File: src/rtl/mult_sched_pkg.sv
// Shared types and helpers for the mult_sched scheduler.
package mult_sched_pkg;

    localparam int unsigned WIDTH_DEF = 16;
    localparam int unsigned N_REQ_DEF = 4;

    // Requester ID width for a given requester count (N_REQ >= 2).
    function automatic int unsigned id_width(input int unsigned n);
        return $clog2(n);
    endfunction

    typedef enum logic [1:0] {
        StIdle   = 2'd0,
        StLaunch = 2'd1,
        StRun    = 2'd2,
        StResp   = 2'd3
    } state_e;

endpackage

File: src/rtl/mult_sched_if.sv
// Requester and response channels between the clients and mult_sched.
interface mult_sched_if #(
    parameter int unsigned N_REQ = 4,
    parameter int unsigned WIDTH = 16,
    parameter int unsigned IDW   = 2
) ();

    logic [N_REQ-1:0]       req_valid;
    logic [N_REQ-1:0]       req_ready;
    logic [N_REQ*WIDTH-1:0] req_m;
    logic [N_REQ*WIDTH-1:0] req_n;
    logic                   rsp_valid;
    logic                   rsp_ready;
    logic [IDW-1:0]         rsp_id;
    logic [WIDTH-1:0]       rsp_prod;
    logic                   rsp_err;

    // Client side.
    modport master (
        output req_valid, req_m, req_n, rsp_ready,
        input  req_ready, rsp_valid, rsp_id, rsp_prod, rsp_err
    );

    // Scheduler side.
    modport slave (
        input  req_valid, req_m, req_n, rsp_ready,
        output req_ready, rsp_valid, rsp_id, rsp_prod, rsp_err
    );

endinterface

File: src/rtl/mult_sched_rr_arbiter.sv
// Combinational round-robin pick: first set request above ptr_i, wrapping to 0.
module mult_sched_rr_arbiter #(
    parameter int unsigned N_REQ = 4,
    parameter int unsigned IDW   = 2
) (
    input  logic [N_REQ-1:0] req_i,
    input  logic [IDW-1:0]   ptr_i,
    output logic [N_REQ-1:0] grant_o,
    output logic [IDW-1:0]   grant_id_o,
    output logic             any_o
);

    // Two passes: requesters above the pointer first, then the wrapped range.
    always_comb begin
        grant_o    = '0;
        grant_id_o = '0;
        any_o      = 1'b0;
        for (int i = 0; i < int'(N_REQ); i++) begin
            if (!any_o && req_i[i] && (i > int'(ptr_i))) begin
                any_o      = 1'b1;
                grant_o[i] = 1'b1;
                grant_id_o = IDW'(i);
            end
        end
        for (int i = 0; i < int'(N_REQ); i++) begin
            if (!any_o && req_i[i] && (i <= int'(ptr_i))) begin
                any_o      = 1'b1;
                grant_o[i] = 1'b1;
                grant_id_o = IDW'(i);
            end
        end
    end

endmodule

File: src/rtl/mult_sched.sv
// Round-robin scheduler sharing one sequential multiplier among N_REQ clients.
// Optional watchdog: define MULT_SCHED_TMO_EN to abort stuck jobs with rsp_err.
module mult_sched
    import mult_sched_pkg::*;
#(
    parameter int unsigned N_REQ      = N_REQ_DEF,
    parameter int unsigned WIDTH      = WIDTH_DEF,
    parameter int unsigned IDW        = id_width(N_REQ),
    parameter int unsigned START_MAX  = 4,
    parameter int unsigned TMO_CYCLES = 64
) (
    input  logic             clk_i,
    input  logic             rst_i,
    mult_sched_if.slave      bus_io,
    output logic             mult_start_o,
    output logic [WIDTH-1:0] mult_m_o,
    output logic [WIDTH-1:0] mult_n_o,
    input  logic [WIDTH-1:0] mult_prod_i,
    input  logic             mult_busy_i
);

    localparam int unsigned SCW = $clog2(START_MAX + 1);

    if (START_MAX < 1 || TMO_CYCLES < 1 || N_REQ < 2 || N_REQ > 8) begin : g_cfg_err
        $error("mult_sched: unsupported parameter set");
    end

    state_e           state_q, state_d;
    logic [IDW-1:0]   ptr_q, ptr_d;
    logic [IDW-1:0]   id_q, id_d;
    logic [WIDTH-1:0] m_q, m_d, n_q, n_d;
    logic [WIDTH-1:0] prod_q, prod_d;
    logic [SCW-1:0]   scnt_q, scnt_d;

    logic [N_REQ-1:0] grant;
    logic [IDW-1:0]   grant_id;
    logic             grant_any;

`ifdef MULT_SCHED_TMO_EN
    localparam int unsigned TW = $clog2(TMO_CYCLES + 1);
    logic [TW-1:0] tmo_q, tmo_d;
    logic          err_q, err_d;
`endif

    mult_sched_rr_arbiter #(
        .N_REQ (N_REQ),
        .IDW   (IDW)
    ) u_arb (
        .req_i      (bus_io.req_valid),
        .ptr_i      (ptr_q),
        .grant_o    (grant),
        .grant_id_o (grant_id),
        .any_o      (grant_any)
    );

    // Next-state and handshake outputs for the single in-flight job.
    always_comb begin
        state_d          = state_q;
        ptr_d            = ptr_q;
        id_d             = id_q;
        m_d              = m_q;
        n_d              = n_q;
        prod_d           = prod_q;
        scnt_d           = scnt_q;
        bus_io.req_ready = '0;
        mult_start_o     = 1'b0;
`ifdef MULT_SCHED_TMO_EN
        tmo_d            = tmo_q;
        err_d            = err_q;
`endif
        unique case (state_q)
            StIdle: begin
                bus_io.req_ready = grant;
                if (grant_any) begin
                    for (int i = 0; i < int'(N_REQ); i++) begin
                        if (grant[i]) begin
                            m_d = bus_io.req_m[i*WIDTH +: WIDTH];
                            n_d = bus_io.req_n[i*WIDTH +: WIDTH];
                        end
                    end
                    ptr_d   = grant_id;
                    id_d    = grant_id;
                    scnt_d  = '0;
                    state_d = StLaunch;
                end
            end
            StLaunch: begin
                mult_start_o = 1'b1;
                // Give up on seeing busy after START_MAX cycles; RUN then completes at once.
                if (mult_busy_i || (scnt_q == SCW'(START_MAX - 1))) begin
                    state_d = StRun;
                end else begin
                    scnt_d = scnt_q + 1'b1;
                end
            end
            StRun: begin
                if (!mult_busy_i) begin
                    prod_d  = mult_prod_i;
                    state_d = StResp;
                end
            end
            StResp: begin
                if (bus_io.rsp_ready) begin
                    state_d = StIdle;
                end
            end
            default: state_d = StIdle;
        endcase
`ifdef MULT_SCHED_TMO_EN
        // Watchdog spans LAUNCH+RUN and overrides a same-cycle normal completion.
        if (state_q == StLaunch || state_q == StRun) begin
            if (tmo_q == TW'(TMO_CYCLES - 1)) begin
                state_d = StResp;
                err_d   = 1'b1;
                prod_d  = '0;
            end else begin
                tmo_d = tmo_q + 1'b1;
            end
        end else begin
            tmo_d = '0;
        end
        if (state_q == StIdle) begin
            err_d = 1'b0;
        end
`endif
    end

    // State registers; the multiplier itself is not reset, only this FSM.
    always_ff @(posedge clk_i) begin
        if (rst_i) begin
            state_q <= StIdle;
            ptr_q   <= IDW'(N_REQ - 1);
            id_q    <= '0;
            m_q     <= '0;
            n_q     <= '0;
            prod_q  <= '0;
            scnt_q  <= '0;
`ifdef MULT_SCHED_TMO_EN
            tmo_q   <= '0;
            err_q   <= 1'b0;
`endif
        end else begin
            state_q <= state_d;
            ptr_q   <= ptr_d;
            id_q    <= id_d;
            m_q     <= m_d;
            n_q     <= n_d;
            prod_q  <= prod_d;
            scnt_q  <= scnt_d;
`ifdef MULT_SCHED_TMO_EN
            tmo_q   <= tmo_d;
            err_q   <= err_d;
`endif
        end
    end

    assign mult_m_o        = m_q;
    assign mult_n_o        = n_q;
    assign bus_io.rsp_valid = (state_q == StResp);
    assign bus_io.rsp_id    = id_q;
    assign bus_io.rsp_prod  = prod_q;
`ifdef MULT_SCHED_TMO_EN
    assign bus_io.rsp_err   = err_q;
`else
    assign bus_io.rsp_err   = 1'b0;
`endif

endmodule

File: src/flat_wrapper.sv
// flat-port wrapper written by rule: the top's interface ports become plain ports
module mult_sched_flat import mult_sched_pkg::*;
#(
    parameter int unsigned N_REQ      = N_REQ_DEF,
    parameter int unsigned WIDTH      = WIDTH_DEF,
    parameter int unsigned IDW        = id_width(N_REQ),
    parameter int unsigned START_MAX  = 4,
    parameter int unsigned TMO_CYCLES = 64
)
  (clk_i, rst_i, mult_start_o, mult_m_o, mult_n_o, mult_prod_i, mult_busy_i, bus_io_req_valid, bus_io_req_m, bus_io_req_n, bus_io_rsp_ready, bus_io_req_ready, bus_io_rsp_valid, bus_io_rsp_id, bus_io_rsp_prod, bus_io_rsp_err);
  mult_sched_if #(.N_REQ(N_REQ), .WIDTH(WIDTH), .IDW(IDW)) bus_io_i ();
  input  logic clk_i;
  input  logic rst_i;
  output logic mult_start_o;
  output logic [WIDTH-1:0] mult_m_o;
  output logic [WIDTH-1:0] mult_n_o;
  input  logic [WIDTH-1:0] mult_prod_i;
  input  logic mult_busy_i;
  input wire logic [$bits(bus_io_i.req_valid)-1:0] bus_io_req_valid;
  input wire logic [$bits(bus_io_i.req_m)-1:0] bus_io_req_m;
  input wire logic [$bits(bus_io_i.req_n)-1:0] bus_io_req_n;
  input wire logic [$bits(bus_io_i.rsp_ready)-1:0] bus_io_rsp_ready;
  output wire logic [$bits(bus_io_i.req_ready)-1:0] bus_io_req_ready;
  output wire logic [$bits(bus_io_i.rsp_valid)-1:0] bus_io_rsp_valid;
  output wire logic [$bits(bus_io_i.rsp_id)-1:0] bus_io_rsp_id;
  output wire logic [$bits(bus_io_i.rsp_prod)-1:0] bus_io_rsp_prod;
  output wire logic [$bits(bus_io_i.rsp_err)-1:0] bus_io_rsp_err;
  assign bus_io_i.req_valid = bus_io_req_valid;
  assign bus_io_i.req_m = bus_io_req_m;
  assign bus_io_i.req_n = bus_io_req_n;
  assign bus_io_i.rsp_ready = bus_io_rsp_ready;
  assign bus_io_req_ready = bus_io_i.req_ready;
  assign bus_io_rsp_valid = bus_io_i.rsp_valid;
  assign bus_io_rsp_id = bus_io_i.rsp_id;
  assign bus_io_rsp_prod = bus_io_i.rsp_prod;
  assign bus_io_rsp_err = bus_io_i.rsp_err;
  mult_sched #(.N_REQ(N_REQ), .WIDTH(WIDTH), .IDW(IDW), .START_MAX(START_MAX), .TMO_CYCLES(TMO_CYCLES)) u_core (.clk_i(clk_i), .rst_i(rst_i), .bus_io(bus_io_i), .mult_start_o(mult_start_o), .mult_m_o(mult_m_o), .mult_n_o(mult_n_o), .mult_prod_i(mult_prod_i), .mult_busy_i(mult_busy_i));
endmodule
File: config.mk
export PLATFORM = sky130hd
export DESIGN_NAME = mult_sched_flat
export DESIGN_NICKNAME = d
export VERILOG_FILES = /design/src/rtl/mult_sched_pkg.sv /design/src/rtl/mult_sched_if.sv /design/src/rtl/mult_sched_rr_arbiter.sv /design/src/rtl/mult_sched.sv /design/src/flat_wrapper.sv
export SDC_FILE = /design/constraint.sdc
export NUM_CORES = 1
export LEC_CHECK = 0
export ABC_AREA = 1
export BUFFER_PORTS_ARGS = -buffer_cell sky130_fd_sc_hd__buf_2
export CAP_MARGIN = 20
export CORE_ASPECT_RATIO = 0.5
export CORE_MARGIN = 3
export CORE_UTILIZATION = 45
export DETAILED_ROUTE_END_ITERATION = 12
export HOLD_SLACK_MARGIN = 0.12
export PLACE_DENSITY = 0.91
export SYNTH_ARGS = -nofsm -noshare
export SYNTH_HDL_FRONTEND = slang
export SYNTH_SLANG_ARGS = --single-unit
File: constraint.sdc
create_clock -name clk_i -period 4.1 [get_ports clk_i]
set_input_delay 0.82 -clock clk_i [delete_from_list [all_inputs] [get_ports clk_i]]
set_output_delay 0.82 -clock clk_i [all_outputs]
set_load 0.02 [all_outputs]
== Word level (Yosys, flattened, before mapping) ==
Index checks and enable logic that the tools add are counted.

* Bits of input ports: 152
* Register bits: 57
* Logic and storage cells: 89
* Output and inout bits: 57

* Magnitude comparators: 6
* Mux-type cells: 38
* Reductions and logical operators: 27
* Add/subtract/negate cells: 1
* Equality and inequality tests: 9
* Bitwise logic cells: 1

{| class="wikitable"
|+ Operators by type and width
! cell !! number
|-
| $mux 16 || 8
|-
| $mux 2 || 10
|-
| $mux 1 || 15
|-
| $logic_and 1x1->1 || 12
|-
| $pmux 2 s4 || 1
|-
| $logic_not 1->1 || 6
|-
| $mux 3 || 2
|-
| $ne 2x2->1 const B || 3
|-
| $pmux 3 s2 || 1
|-
| $reduce_and 3->1 || 2
|-
| $eq 2x2->1 const B || 2
|-
| $gt 2x2->1 const A || 2
|-
| $le 2x2->1 const A || 2
|-
| $mux 4 || 1
|-
| $ne 2x1->1 const B || 2
|-
| $reduce_and 2->1 || 2
|-
| $reduce_and 4->1 || 1
|-
| $reduce_bool 4->1 || 1
|-
| $add 3x1->3 const B || 1
|-
| $eq 3x2->1 const B || 1
|-
| $eq 2x1->1 const B || 1
|-
| $gt 1x2->1 const A || 1
|-
| $le 1x2->1 const A || 1
|-
| $logic_not 2->1 || 1
|-
| other kinds (3) || 3
|}

== Logic depth before layout (Yosys ltp) ==
Gate-level depths: netlist (run 1).

* Word-level depth: 28
* Mapped depth: 12
* Mapped depth without buffers: 11

== Cells and area by module ==
Synthesis (run 1) repeated with hierarchy kept, for this count alone.

* Cells, all modules: 666
* Area total of the unflattened synthesis: 3827.4 um^2

{| class="wikitable"
|+ By module, submodules not included
! module !! times used !! cells each !! area each (um^2)
|-
| mult_sched || 1 || 638 || 3678.5
|-
| mult_sched_rr_arbiter || 1 || 28 || 148.9
|}

== Least setup slack after synthesis (run 1) ==
No wires, ideal clock.

* Path type: input to output
* From: input port bus_io_req_valid[2]
* To: output port bus_io_req_ready[2]
* Cell stages on the path: 8
* Data required time: 3.280 ns
* Slack: 1.460 ns
* Data arrival time: 1.820 ns
* Path buffers: 1
* Cells stage by stage: nand2_2 -> nand3_2 -> nor2_4 -> nand3_4 -> nand2_2 -> inv_2 -> buf_2 -> nor2_1

* Cells in the longest elaborated chain, start to end: 19
* Elaborated cells between the ends (all ways): 20
* Classes of those cells: 7 x mux; 13 x reduce/logical

{| class="wikitable"
|+ Ends and longest elaborated chain
! what !! RTL line !! text
|-
| start: declaration || flat_wrapper.sv:19 || <nowiki>input wire logic [$bits(bus_io_i.req_valid)-1:0] bus_io_req_valid;</nowiki>
|-
| $logic_and 1x1->1 (2 in a row) || mult_sched_rr_arbiter.sv:19 || <nowiki>if (!any_o && req_i[i] && (i > int'(ptr_i))) begin</nowiki>
|-
| $mux 1 || mult_sched_rr_arbiter.sv:19 ||
|-
| $logic_not 1->1 || mult_sched_rr_arbiter.sv:19 ||
|-
| $logic_and 1x1->1 (2 in a row) || mult_sched_rr_arbiter.sv:19 ||
|-
| $mux 1 || mult_sched_rr_arbiter.sv:19 ||
|-
| $logic_not 1->1 || mult_sched_rr_arbiter.sv:26 || <nowiki>if (!any_o && req_i[i] && (i <= int'(ptr_i))) begin</nowiki>
|-
| $logic_and 1x1->1 || mult_sched_rr_arbiter.sv:26 ||
|-
| $mux 1 || mult_sched_rr_arbiter.sv:26 ||
|-
| $logic_not 1->1 || mult_sched_rr_arbiter.sv:26 ||
|-
| $logic_and 1x1->1 (2 in a row) || mult_sched_rr_arbiter.sv:26 ||
|-
| $mux 1 || mult_sched_rr_arbiter.sv:26 ||
|-
| $logic_not 1->1 || mult_sched_rr_arbiter.sv:26 ||
|-
| $logic_and 1x1->1 (2 in a row) || mult_sched_rr_arbiter.sv:26 ||
|-
| $mux 1 * || mult_sched_rr_arbiter.sv:26 ||
|-
| $mux 4 * || mult_sched.sv:71 || <nowiki>unique case (state_q)</nowiki>
|-
| end: declaration || flat_wrapper.sv:23 || <nowiki>output wire logic [$bits(bus_io_i.req_ready)-1:0] bus_io_req_ready;</nowiki>
|}

Every way passes the cells marked *; elsewhere a longest branch is shown, timed or not.

== Worst setup path in the final report (run 1) ==
Ends and elaborated chain as after synthesis.

==> results.json, run 1 <==
{
  "critical_path.top_delay_family": "simple AND/OR/NAND/NOR gates",
  "synthesis.instances": 641,
  "die-area_sq_mm": 0.009495,
  "drc": 0,
  "cp.depth": 9,
  "path_cells": "buf_2, nand2_2, nand3_2, nor2_4, nand3_4, nand2_2, inv_2, nor2_1, buf_2",
  "r2r_slack_ns": 1.80,
  "endpoint": "bus_io_req_ready[2]",
  "place_congestion": 0.8172,
  "cts_buffer_depth": 2,
  "first_pass_iters": 4,
  "worstPathRequired_ns": 3.28,
  "yosysSeqAreaShare_pct": 30.55,
  "clock.fmax_mhz": 307.4,
  "grt_use_total_pct": 22.73,
  "holdWs_ns": 0.4550,
  "synthDistinctLibCells": 30,
  "wl_mm": 11.06,
  "drive_above_1_share_pct": 29.12,
  "place_area_sq_mm": 0.004727,
  "finClkSkew_ns": 0.005656,
  "min_path_type": "flip-flop to flip-flop",
  "ctsResizeCount": 0,
  "post-route-period-util_pct": 79.34,
  "core_area_sq_mm": 0.007680,
  "n_fill_cell": 721,
  "setup_viol": 0,
  "r2r_end": "u_core.bus_io.rsp_prod[14]",
  "path_clk_slew_ns": 0.05,
  "maxCapViolCount": 0,
  "ys.warnings.count": 0,
  "critPathLaunchType": "primary input",
  "rows": 22,
  "cts.sinks": 57,
  "period_needed_ns": 3.253,
  "grt-ovfl-total": 0,
  "area_growth_pct": 34.47,
  "crit_buf_inv": 3,
  "status": "finished, final reports clean",
  "tightest_slew_ns": 0.9616,
  "drt_iter0_markers": 260,
  "cts_buffers": 9,
  "start_util_pct": 48.63,
  "antenna_found_initial": 0,
  "cts_tree": "done",
  "grt_start_max_net_pins": 68,
  "synth_area_sq_mm": 0.003735,
  "die_h_um": 70.42,
  "yosys_register_bits": 57,
  "viasPerCell": 4.660,
  "cp_slowest_cell": "nand3_4",
  "max_stage_delay_ns": 0.32,
  "r2r_cells": 7,
  "ir_drop_mv": 0.2946,
  "clock_latency_ns": 0.32,
  "fp.dieW_um": 134.8,
  "report.final.slew_viol_count": 0,
  "rsz0062_at_grt": "false",
  "cts_hold_buf": 0,
  "grt_pass1_wl_mm": 17.87,
  "ios": 209,
  "vias": 4376,
  "critPathArrivalTime_ns": 2.43,
  "diodes": 0,
  "hold_viol_final": 0,
  "p_total_mw": 3.075,
  "synth_area_per_cell_sq_um": 5.827,
  "p_leak_nw": 3.070,
  "setup_tns_ns": 0,
  "postCtsSetupRepairBufs": 0,
  "startpoint": "bus_io_req_valid[2]",
  "path_max_fanout": 33,
  "layout.nets": 985,
  "cts-root-buf": "clkbuf_16",
  "power.density_mw_per_mm2": 612.3,
  "cp-end-kind": "primary output",
  "maxSlewHeadroom_pct": 35.66,
  "cts-htree-levels": 3,
  "grt_pass1_vias": 3928,
  "postRouteAntennaNets": 0,
  "fin_area_sq_mm": 0.005022,
  "hp-start": "u_core.scnt_q[2]",
  "dpl.hpwl_mm": 8.325,
  "portBuffers": 207,
  "post_drt_wl_per_cell_um": 11.78,
  "r2r_start": "u_core.state_q[0]",
  "synth_nets": 800,
  "critPathKind": "primary input to primary output"
}
routing by layer:
layer,vias up,GRT usage (%),wire length (um)
li1,2332,-,-
met1,1920,28.52,4705
met2,106,38.74,5618
met3,18,5.180,540
met4,0,7.336,198
met5,-,0,0
worst min path at each step:
stage,endpoint,depth (start not counted)
finish,u_core.scnt_q[2],2
global route,u_core.scnt_q[2],2
global placement,u_core.scnt_q[2],2
floorplan,u_core.scnt_q[2],2
CTS,u_core.scnt_q[2],2
detailed placement,u_core.scnt_q[2],2
state kept, by name, summed over array words and instances (netlist names):
name and flops:
u_core.state_q 2, u_core.mult_n_o 16, u_core.bus_io.rsp_prod 16, u_core.bus_io.rsp_id 2
u_core.scnt_q 3, u_core.mult_m_o 16, u_core.ptr_q 2
area by class of cell:
cell class	count	area, sq um	area share (%)
clock inverter	3	15.01	0.2990
inverter	84	315.3	6.278
sequential	57	1141	22.72
multi-input combinational	463	2077	41.36
timing repair buffer	211	1079	21.47
clock buffer	13	260.3	5.182
tap	108	135.1	2.691
logic make-up (layout without fill, tap and decap cells):
| kind of cell | after synthesis | in the layout | share of synthesized area, % |
|---|---|---|---|
| AOI/OAI and AO/OA | 130 | 130 | 17.89 |
| adders and majority gates | 7 | 7 | 2.345 |
| buffers and inverters | 121 | 311 | 13.84 |
| DFF | 57 | 57 | 30.55 |
| other | 1 | 1 | 0.1004 |
| and+or+nand+nor | 325 | 325 | 35.28 |
through the flow:
| stage | setup slack (ns) | instances | utilization, % |
|---|---|---|---|
| after floorplan | 1.460 | 641 | - |
| after global placement | 0.8949 | 922 | 61.55 |
| after detailed placement | 0.8422 | 922 | 61.55 |
| after CTS | 0.8342 | 938 | 65.14 |
| after global routing | 0.6986 | 939 | 65.40 |
| final | 0.8469 | 939 | 65.40 |
where the power goes:
| part | leakage [nW] | switching, mW | internal [mW] |
|---|---|---|---|
| Clock | 0.139 | 0.238 | 0.438 |
| Sequential | 0.471 | 0.0927 | 0.748 |
| Combinational | 2.46 | 1.04 | 0.514 |
| Total | 3.07 | 1.38 | 1.70 |
cells in the mapped netlist (all sizes together):
library cell | number | area [sq um]
nand2 | 237 | 909.6
inv | 84 | 315.3
nor2 | 78 | 310.3
a21oi | 71 | 355.3
dfxtp | 57 | 1141
o21ai | 57 | 296.5
buf | 26 | 158.9
clkbuf | 11 | 42.54
ha | 7 | 87.58
nor3 | 4 | 25.02
nand3 | 3 | 32.53
nand4 | 3 | 40.04
a221oi | 1 | 8.760
conb | 1 | 3.750
o211ai | 1 | 7.510
cells in the final DEF, fill, tap and decap left out, drive strengths merged:
cell	synthesis	routed
a21oi	71	71
a221oi	1	1
buf	26	211
clkbuf	11	13
clkinv	0	3
conb	1	1
dfxtp	57	57
ha	7	7
inv	84	84
nand2	237	237
nand3	3	3
nand4	3	3
nor2	78	78
nor3	4	4
o211ai	1	1
o21ai	57	57
tightest hold or removal path, stage by stage (launching register included):
cell     delay [ns]
dfxtp_1        0.29
inv_1          0.06
a21oi_1        0.06
(Power assumes the default switching activity.)
==> run 2, diff against run 1 <==
ABC_AREA = 0   (was 1)
CORE_UTILIZATION = 40   (was 45)
PLACE_DENSITY = 0.87   (was 0.91)
clock period = 2.7 ns   (was 4.1 ns; I/O delays follow)
==> run 2 against run 1 <==
  * Synthesized area decreased by 4.9%
  * Register-to-register slack got worse by 1.1 ns
  * Combinational power increased by 74%
  * Non-clock buffer count increased by 7
  * Die area increased by 6.6%
  * Count of clock-buffer cells in the layout unchanged
  * Final cell count decreased by 20%
  * Sequential power increased by 61%
  * First-iteration DRC count increased by 0.38%
  * Flip-flop and latch count unchanged
  * Setup slack got worse by 0.47 ns
==> results.json, run 2 <==
{
  "grt_use_total_pct": 20.77,
  "period_needed_ns": 2.324,
  "final_cell_mix": "buf_2 (207), nand2_1 (102), nor2_1 (76), dfxtp_1 (57), a21oi_1 (55)",
  "diodes": 0,
  "crit_buf_inv": 2,
  "critPathKind": "flip-flop to primary output",
  "hp-start": "u_core.bus_io.rsp_prod[3]",
  "post-route-period-util_pct": 86.07,
  "r2r_start": "u_core.state_q[0]",
  "grt_pass1_wl_mm": 17.08,
  "rsz0062_at_grt": "false",
  "synth_area_per_cell_sq_um": 7.967,
  "mostFrequentLayoutCell": "buf_2",
  "synth_area_leaders": "dfxtp_1 (32%), nand2_1 (11%), a211oi_2 (11%), a311o_1 (9.0%), nor2_1 (8.0%)",
  "postCtsSetupRepairBufs": 0,
  "first_pass_iters": 5,
  "maxSlewHeadroom_pct": 56.70,
  "viasPerCell": 5.200,
  "core_area_sq_mm": 0.008317,
  "yosysSeqAreaShare_pct": 32.11,
  "path_max_fanout": 18,
  "path_clk_slew_ns": 0.05,
  "startpoint": "u_core.ptr_q[0]",
  "synth_edf_count": 0,
  "status": "finished, final reports clean",
  "maxCapViolCount": 0,
  "postRouteAntennaNets": 0,
  "die-area_sq_mm": 0.01012,
  "drc": 0,
  "critPathLaunchType": "flip-flop",
  "setup_viol": 0,
  "fp.dieW_um": 139.3,
  "cts_buffer_depth": 2,
  "async_reset_ff_share_pct": 0,
  "tightest_slew_ns": 0.6495,
  "critical_path.top_delay_family": "flip-flops",
  "finClkSkew_ns": 0.004270,
  "fin_area_sq_mm": 0.004821,
  "min_path_type": "flip-flop to flip-flop",
  "critPathArrivalTime_ns": 1.78,
  "synthDistinctLibCells": 43,
  "portBuffers": 207,
  "synth_commonest_cells": "nand2_1 (102), nor2_1 (76), dfxtp_1 (57), a21oi_1 (55), a311o_1 (32)",
  "max_stage_delay_ns": 0.53,
  "synth_area_sq_mm": 0.003553,
  "synth_ff_type": "dfxtp_1",
  "layout.nets": 793,
  "start_util_pct": 42.73,
  "cts_buffers": 9,
  "drt_iter0_markers": 261,
  "report.final.slew_viol_count": 0,
  "vias": 3905,
  "antenna_found_initial": 0,
  "dpl.hpwl_mm": 8.075,
  "synth_top_area_cell": "dfxtp_1",
  "p_leak_nw": 2.297,
  "post_drt_wl_per_cell_um": 14.45,
  "cts.sinks": 57,
  "place_congestion": 0.9076,
  "ys.warnings.count": 0,
  "clock.fmax_mhz": 430.3,
  "netlist.area_leader.share_pct": 32.11,
  "grt_pass1_vias": 3723,
  "ctsResizeCount": 0,
  "grt_start_max_net_pins": 35,
  "synth_nets": 605,
  "area_growth_pct": 35.67,
  "synthesis.instances": 446,
  "clock_latency_ns": 0.32,
  "drive_above_1_share_pct": 42.41,
  "cts_tree": "done",
  "ir_drop_mv": 0.4463,
  "cts_hold_buf": 0,
  "ios": 209,
  "worstPathRequired_ns": 2.16,
  "grt-ovfl-total": 0,
  "setup_tns_ns": 0,
  "die_h_um": 72.65,
  "cts-htree-levels": 3,
  "holdWs_ns": 0.4492,
  "power.density_mw_per_mm2": 1071,
  "cp_slowest_cell": "dfxtp_1",
  "yosys_register_bits": 57,
  "place_area_sq_mm": 0.004523,
  "cp-end-kind": "primary output",
  "path_cells": "and2b_4, a22oi_4, buf_4, nor2_1, buf_2",
  "final_cell_count_no_fill": 751,
  "yosysMostFrequentCell": "nand2_1",
  "cts-root-buf": "clkbuf_16",
  "wl_mm": 10.85,
  "rows": 23,
  "hold_viol_final": 0,
  "place_inst": 734
}
-- run 2: cell count changes after synthesis, sizes merged, moves of 4 or more --
cell and delta:
nand2 -135, inv -79, o21ai -56, a211oi +33, a311o +32, a21oi -15, clkbuf +5, mux2i +4
-- run 2: final timing paths --
check,end,slack [ns],cells past startpoint
worst max-delay path,bus_io_req_ready[1],0.38,5
worst min-delay path,u_core.bus_io.rsp_prod[3],0.45,2
worst max register to register,u_core.mult_m_o[10],0.75,7
worst min register to register,u_core.bus_io.rsp_prod[3],0.45,2
-- run 2: cell type report --
type,instances,area [sq um]
fillers,742,3496
clock inverters,3,40.04
well taps,112,140.1
flip-flops and latches,57,1141
inverters,5,18.77
repair buffers,218,1131
multi-input cells,343,2100
clock buffers,13,250.2
-- run 2: worst register-to-register path: stages, from the launching register on --
cell and delay [ns]:
dfxtp_1 0.33, inv_1 0.12, ha_1 0.31, inv_1 0.15, a21oi_4 0.31, buf_4 0.36, nor2_1 0.10, a211oi_2 0.20
-- run 2: logic make-up (layout without fill, tap and decap cells) --
family	Yosys count	count (layout)	synth area share (%)
other	1	1	0.1055
buffers and inverters	46	239	9.648
DFF	57	57	32.11
muxes	4	4	1.127
and+or+nand+nor	194	194	21.83
adders and majority gates	7	7	2.465
AOI/OAI and AO/OA	137	137	32.71
-- run 2: layer usage --
metal	share of wire (%)	up-vias	track usage (%)
li1	-	1937	-
met2	50	153	37.49
met1	41	1798	23.70
met3	7.6	17	6.675
met4	1.7	0	7.050
met5	0	-	0
-- run 2: metrics by stage --
step | util [%] | power, mW | setup WS, ns
after CTS | 57.88 | 5.207 | 0.3717
after global routing | 57.97 | 5.526 | 0.2830
after global placement | 54.39 | 4.029 | 0.4896
after floorplan | - | 3.439 | 0.6380
after detailed placement | 54.39 | 4.078 | 0.4284
final | 57.97 | 5.162 | 0.3760
-- run 2: report_power, final --
part | internal [mW] | leakage, nW | total, mW | switching (mW)
Clock | 0.735 | 0.144 | 1.10 | 0.361
Combinational | 1.04 | 1.68 | 2.72 | 1.67
Sequential | 1.16 | 0.470 | 1.35 | 0.185
Total | 2.94 | 2.30 | 5.16 | 2.22
